## config.mk

```make
export PLATFORM = sky130hd
export DESIGN_NAME = twi_slave_ctrl
export DESIGN_NICKNAME = d
export VERILOG_FILES = /design/src/rtl/twi_slave_ctrl.sv
export SDC_FILE = /design/constraint.sdc
export NUM_CORES = 1
export LEC_CHECK = 0
export ABC_AREA = 1
export BUFFER_PORTS_ARGS = -buffer_cell sky130_fd_sc_hd__buf_2
export CAP_MARGIN = 20
export CORE_ASPECT_RATIO = 0.8
export CORE_MARGIN = 2
export CORE_UTILIZATION = 55
export DETAILED_ROUTE_END_ITERATION = 6
export GPL_TIMING_DRIVEN = 0
export PLACE_DENSITY = 0.85
export SLEW_MARGIN = 25
export SYNTH_ARGS = -nofsm -noshare
export SYNTH_HDL_FRONTEND = slang
export SYNTH_SLANG_ARGS = --single-unit
```

## constraint.sdc

```tcl
create_clock -name pclk -period 2.6 [get_ports pclk]
set_clock_uncertainty 0.2 [all_clocks]
set_input_delay 0.13 -clock pclk [delete_from_list [all_inputs] [get_ports pclk]]
set_output_delay 0.13 -clock pclk [all_outputs]
set_load 0.01 [all_outputs]
```

## src/rtl/twi_slave_ctrl.sv

```systemverilog
// TWI/I2C responder: filtered pad inputs, START/STOP detection, 7-bit address match,
// byte receive/transmit with ACK/NACK and SCL stretching after every completed byte.
module twi_slave_ctrl #(
   parameter int FILTER_LEN = 3,
   parameter int ADDR_WIDTH = 7
) (
   input  logic                  pclk,
   input  logic                  presetn,
   input  logic                  scl_pad_i,
   input  logic                  sda_pad_i,
   input  logic                  slv_en,
   input  logic [ADDR_WIDTH-1:0] own_addr,
   input  logic                  ack_en,
   input  logic [7:0]            tx_data,
   input  logic                  int_clr,
   output logic                  scl_pad_o,
   output logic                  sda_pad_o,
   output logic [7:0]            rx_data,
   output logic                  rw_bit,
   output logic                  slv_int,
   output logic                  start_det,
   output logic                  stop_det,
   output logic                  master_nack,
   output logic                  busy
);

   typedef enum logic [2:0] {
      S_IDLE, S_ADDR, S_ADDR_ACK, S_STRETCH, S_RX, S_RX_ACK, S_TX, S_TX_ACK
   } state_t;

   logic [1:0] pad_raw;
   logic [1:0] pad_filt;
   assign pad_raw = {sda_pad_i, scl_pad_i};

   // Index 0 = SCL, 1 = SDA; a level change must persist FILTER_LEN cycles to pass
   for (genvar gi = 0; gi < 2; gi++) begin : g_filt
      logic       sync1_q, sync2_q, filt_q;
      logic [3:0] cnt_q;
      always_ff @(posedge pclk or negedge presetn) begin
         if (!presetn) begin
            sync1_q <= 1'b1;
            sync2_q <= 1'b1;
            filt_q  <= 1'b1;
            cnt_q   <= '0;
         end else begin
            sync1_q <= pad_raw[gi];
            sync2_q <= sync1_q;
            if (sync2_q == filt_q) begin
               cnt_q <= '0;
            end else if (cnt_q == 4'(FILTER_LEN - 1)) begin
               filt_q <= sync2_q;
               cnt_q  <= '0;
            end else begin
               cnt_q <= cnt_q + 4'd1;
            end
         end
      end
      assign pad_filt[gi] = filt_q;
   end

   logic       scl_f, sda_f, scl_prev_q, sda_prev_q;
   logic       scl_rise, scl_fall, start_c, stop_c, counting;
   state_t     state_q, state_d;
   logic [3:0] bit_cnt_q, bit_cnt_d;
   logic [6:0] shift_q, shift_d, tx_shift_q, tx_shift_d;
   logic [7:0] rx_data_q, rx_data_d, byte_in;
   logic       ack_q, ack_d, scl_o_q, scl_o_d, sda_o_q, sda_o_d, rw_q, rw_d;
   logic       int_q, int_d, start_q, stop_q, mnack_q, mnack_d, busy_q, busy_d;

   assign scl_f    = pad_filt[0];
   assign sda_f    = pad_filt[1];
   assign scl_rise = scl_f & ~scl_prev_q;
   assign scl_fall = ~scl_f & scl_prev_q;
   assign start_c  = scl_f & scl_prev_q & sda_prev_q & ~sda_f;
   assign stop_c   = scl_f & scl_prev_q & ~sda_prev_q & sda_f;
   assign byte_in  = {shift_q, sda_f};
   assign counting = state_q inside {S_ADDR, S_ADDR_ACK, S_RX, S_RX_ACK, S_TX, S_TX_ACK};

   always_comb begin
      state_d    = state_q;
      bit_cnt_d  = bit_cnt_q;
      shift_d    = shift_q;
      tx_shift_d = tx_shift_q;
      rx_data_d  = rx_data_q;
      ack_d      = ack_q;
      scl_o_d    = scl_o_q;
      sda_o_d    = sda_o_q;
      rw_d       = rw_q;
      int_d      = int_q;
      mnack_d    = mnack_q;
      busy_d     = busy_q;
      if (start_c) begin
         busy_d  = 1'b1;
         mnack_d = 1'b0;
      end else if (stop_c) begin
         busy_d = 1'b0;
      end
      if (!slv_en || stop_c) begin
         state_d = S_IDLE;
         scl_o_d = 1'b1;
         sda_o_d = 1'b1;
         int_d   = 1'b0;
      end else if (start_c) begin
         state_d   = S_ADDR;
         bit_cnt_d = '0;
         scl_o_d   = 1'b1;
         sda_o_d   = 1'b1;
         int_d     = 1'b0;
      end else begin
         if (scl_rise && counting) begin
            bit_cnt_d = bit_cnt_q + 4'd1;
            shift_d   = byte_in[6:0];
         end
         case (state_q)
            S_ADDR: begin
               if (scl_rise && bit_cnt_q == 4'd7) begin
                  rx_data_d = byte_in;
                  if (shift_q == own_addr && ack_en) rw_d = sda_f;
                  else state_d = S_IDLE;
               end else if (scl_fall && bit_cnt_q == 4'd8) begin
                  state_d = S_ADDR_ACK;
                  sda_o_d = 1'b0;
               end
            end
            S_ADDR_ACK: begin
               if (scl_fall) begin
                  state_d = S_STRETCH;
                  sda_o_d = 1'b1;
                  scl_o_d = 1'b0;
                  int_d   = 1'b1;
               end
            end
            S_STRETCH: begin
               if (int_clr) begin
                  scl_o_d   = 1'b1;
                  int_d     = 1'b0;
                  bit_cnt_d = '0;
                  if (rw_q) begin
                     tx_shift_d = tx_data[6:0];
                     sda_o_d    = tx_data[7];
                     state_d    = S_TX;
                  end else begin
                     state_d = S_RX;
                  end
               end
            end
            S_RX: begin
               if (scl_rise && bit_cnt_q == 4'd7) begin
                  rx_data_d = byte_in;
               end else if (scl_fall && bit_cnt_q == 4'd8) begin
                  state_d = S_RX_ACK;
                  sda_o_d = ~ack_en;
                  ack_d   = ack_en;
               end
            end
            S_RX_ACK: begin
               if (scl_fall) begin
                  sda_o_d = 1'b1;
                  if (ack_q) begin
                     state_d = S_STRETCH;
                     scl_o_d = 1'b0;
                     int_d   = 1'b1;
                  end else begin
                     state_d = S_IDLE;
                  end
               end
            end
            S_TX: begin
               if (scl_fall) begin
                  if (bit_cnt_q == 4'd8) begin
                     sda_o_d = 1'b1;
                     state_d = S_TX_ACK;
                  end else begin
                     sda_o_d    = tx_shift_q[6];
                     tx_shift_d = {tx_shift_q[5:0], 1'b1};
                  end
               end
            end
            S_TX_ACK: begin
               if (scl_rise) begin
                  ack_d = ~sda_f;
                  if (sda_f) mnack_d = 1'b1;
               end else if (scl_fall) begin
                  if (ack_q) begin
                     state_d = S_STRETCH;
                     scl_o_d = 1'b0;
                     int_d   = 1'b1;
                  end else begin
                     state_d = S_IDLE;
                  end
               end
            end
            default: ;
         endcase
      end
   end

   always_ff @(posedge pclk or negedge presetn) begin
      if (!presetn) begin
         state_q    <= S_IDLE;
         scl_prev_q <= 1'b1;
         sda_prev_q <= 1'b1;
         bit_cnt_q  <= '0;
         shift_q    <= '0;
         tx_shift_q <= '0;
         rx_data_q  <= '0;
         ack_q      <= 1'b0;
         scl_o_q    <= 1'b1;
         sda_o_q    <= 1'b1;
         rw_q       <= 1'b0;
         int_q      <= 1'b0;
         start_q    <= 1'b0;
         stop_q     <= 1'b0;
         mnack_q    <= 1'b0;
         busy_q     <= 1'b0;
      end else begin
         state_q    <= state_d;
         scl_prev_q <= scl_f;
         sda_prev_q <= sda_f;
         bit_cnt_q  <= bit_cnt_d;
         shift_q    <= shift_d;
         tx_shift_q <= tx_shift_d;
         rx_data_q  <= rx_data_d;
         ack_q      <= ack_d;
         scl_o_q    <= scl_o_d;
         sda_o_q    <= sda_o_d;
         rw_q       <= rw_d;
         int_q      <= int_d;
         start_q    <= start_c;
         stop_q     <= stop_c;
         mnack_q    <= mnack_d;
         busy_q     <= busy_d;
      end
   end

   assign scl_pad_o   = scl_o_q;
   assign sda_pad_o   = sda_o_q;
   assign rx_data     = rx_data_q;
   assign rw_bit      = rw_q;
   assign slv_int     = int_q;
   assign start_det   = start_q;
   assign stop_det    = stop_q;
   assign master_nack = mnack_q;
   assign busy        = busy_q;

endmodule

```

==> impl_metrics.toml <==
[cts]
cts_setup_buffers = 0
cts_buffer_depth = 2
cts_root_buffer = "clkbuf_8"
cts_made_buffers = 5
htree_levels = 2
clk_pin_slew_ns = 0.10
clock_sink_count = 54
tritoncts = "built"
cts_resized = 0
clock_latency_ns = 0.31

[global_route]
grtUsageMet1_pct = 31.86
grt_usage_pct = 23.26
grt_pass1_wl_um = 10570
met2_usage_pct = 37.60
met3_usage_pct = 5.357
grt_pass1_vias = 2271
overflow = 0
grt.busiest_layer = "met2"
antenna_found_initial = 0
grt_start_max_net_pins = 55

[layout]
ff_latch_area_um2 = 1364
final_cell_mix = "nand2_1, inv_1, dfrtp_1, buf_2, nor2_1"
antenna_cells = 0
final_common_cell = "nand2_1"
drive_gt1_share_pct = 20.72
fillers = 427
multiInputGateArea_um2 = 1275
nNetsFinal = 442
area_delta_synth_final_pct = 16.76

[logic_synthesis]
synth-seq-cells = 54
netlist_instances = 360
synth_cell_types = 33
syn_nets = 388
synth-seq-area-share_pct = 47.45
syn_avg_cell_area_um2 = 7.983
yosys_warnings = 0
synth_area_um2 = 2874

[sta]
finalHoldViolations = 0
setup_viol = 0
fmax_mhz = 460.2
rsz0062_at_grt = "false"
maxSlewHeadroom_pct = 56.35
tns_ns = 0
slew_violations = 0
tightestPinTransition_ns = 0.6547
finalCriticalPeriod_ns = 2.173
fin_crit_sh_pct = 83.57

[place]
place.port_buffers = 37
gp_congestion = 0.9227
hpwl_um = 4552

[critical_path]
start_kind = "flop"
crit_arrival_ns = 2.18
worstSetupPathType = "flop to flop"
worstSetupEndpoint = "state_q[0]"
reg2reg_depth = 9
rr_endpoint = "state_q[0]"
cp-end-kind = "flop"
cp-startpoint = "g_filt[1].filt_q"
reg2reg_from = "g_filt[1].filt_q"
r2r_setup_slack_ns = 0.43
cp.required_ns = 2.60
cp_max_fo = 6

[drt]
wirelength_um = 6268
drt_iter0_markers = 215
via_per_inst = 5.218
wire_per_inst_um = 13.14
antenna_left = 0
vias = 2489
dr.pass1.iters = 5
route.detailed.drc = 0

[hold_path]
worst_hold_startpoint = "ack_en"
hp-class = "input pin to flop"

[pwr]
power_density_nw_per_um2 = 889.5
seq_power_share_pct = 43.4
comb_power_share_pct = 37.0
p_total_uw = 2985
p_int_uw = 1793
p_clk_share_pct = 19.6
leakage_uw = 0.001734
irDropWorstVdd_uv = 484.8
netSwitchingFraction_pct = 39.93
p_sw_uw = 1192

[floorplanning]
row_count = 23
dieArea_um2 = 5823
core_area_um2 = 5036
die_w_um = 84.82
initial_core_util_pct = 57.07
die_y_um = 68.66
io_pins = 38

[outcome]
run_status = "finished, final reports clean"

[job]
cap_violations = 0
## cells by family (layout without fill, tap and decap cells)
| group | Yosys count | after routing | synth area share (%) |
|---|---|---|---|
| simple gates | 176 | 176 | 28.56 |
| fa+ha+maj | 6 | 6 | 2.612 |
| buf+inv | 59 | 114 | 8.185 |
| xor+xnor | 5 | 5 | 1.524 |
| flops | 54 | 54 | 47.45 |
| compound gates | 60 | 60 | 11.67 |
## cell type report
class                   count  area share, %
plain buffers               4         0.7830
multi-input cells         247          37.99
inverters                  55          6.227
well taps                  62          2.312
clock buffers               5          2.051
flip-flops and latches     54          40.64
repair buffers             47          8.576
clock inverters             3          1.417
## worst max-delay path: stages, from the launching register on
cell,delay (ns)
dfstp_2,0.61
nand2_1,0.13
o21ai_1,0.41
nor2_1,0.15
o21ai_1,0.10
nand2_1,0.09
nor2_2,0.17
nand2_1,0.09
nand2_1,0.07
nand2_1,0.05
## state kept, by name, summed over array words and instances, names as in the netlist
name / flops
state_q: 3
slv_int: 1
bit_cnt_q: 4
master_nack: 1
ack_q: 1
g_filt.sync1_q: 2
rw_bit: 1
scl_pad_o: 1
sda_prev_q: 1
scl_prev_q: 1
start_det: 1
rx_data: 8
g_filt.cnt_q: 8
g_filt.filt_q: 2
g_filt.sync2_q: 2
sda_pad_o: 1
tx_shift_q: 7
stop_det: 1
busy: 1
shift_q: 7
## cell usage after synthesis (all sizes together)
cell type    n  share of area, %
o211ai       8               2.1
nor2        43               6.9
xnor2        2              0.61
dfrtp       44                38
o21ai       40               7.1
nor3         6               1.4
a21oi        5              0.87
o22ai        5               1.1
nor3b        1              0.26
nand3b       3               1.7
inv         55               7.3
xor2         3              0.91
o21a         1              0.26
nand3       20               3.7
dfstp       10               9.1
nand2      102                14
buf          4              0.91
nand4        1              0.44
a211oi       1              0.26
ha           6               2.6
## power by group through the flow
stage          sequential, uW  combinational (uW)  clock (uW)
6_report                 1300                1110         584
5_1_grt                  1330                1280         635
4_1_cts                  1300                1100         593
3_5_place_dp             1310                1080           0
3_3_place_gp             1300                1050           0
2_1_floorplan            1290                 809           0
## repair_timing
item                                    in CTS  in global routing
hold buffers                                10                  0
endpoints found under the setup margin       0                  0
endpoints found under the hold margin       53                  0
## how the worst min path moves through the flow
stage,to,cells past startpoint,slack [ns]
detailed placement,g_filt[1].cnt_q[1],1,0.01
global route,sda_pad_o,4,0.02
global placement,g_filt[1].sync1_q,1,0.04
CTS,sda_pad_o,4,0.002
floorplan,ack_q,0,-0.37
finish,sda_pad_o,4,0.004
## through the flow
stage                     hold WS, ns  utilization [%]  std cells  instance area, um^2  worst slack [ns]
after floorplan               -0.3656                -        360                 2874            0.8113
after global placement        0.03674            62.29        459                 3137            0.5417
after detailed placement      0.01088            62.34        459                 3139            0.5157
after CTS                    0.001663            66.63        477                 3356            0.4550
after global routing          0.01533            66.63        477                 3356            0.2622
final                        0.004297            66.63        477                 3356            0.4272
## per-layer routing
metal	routed length [um]	up-vias
met1	2944	1158
li1	-	1254
met2	2847	69
met3	397	8
met5	0	-
met4	78	0
Note: power is estimated with default switching activity, not from simulation.
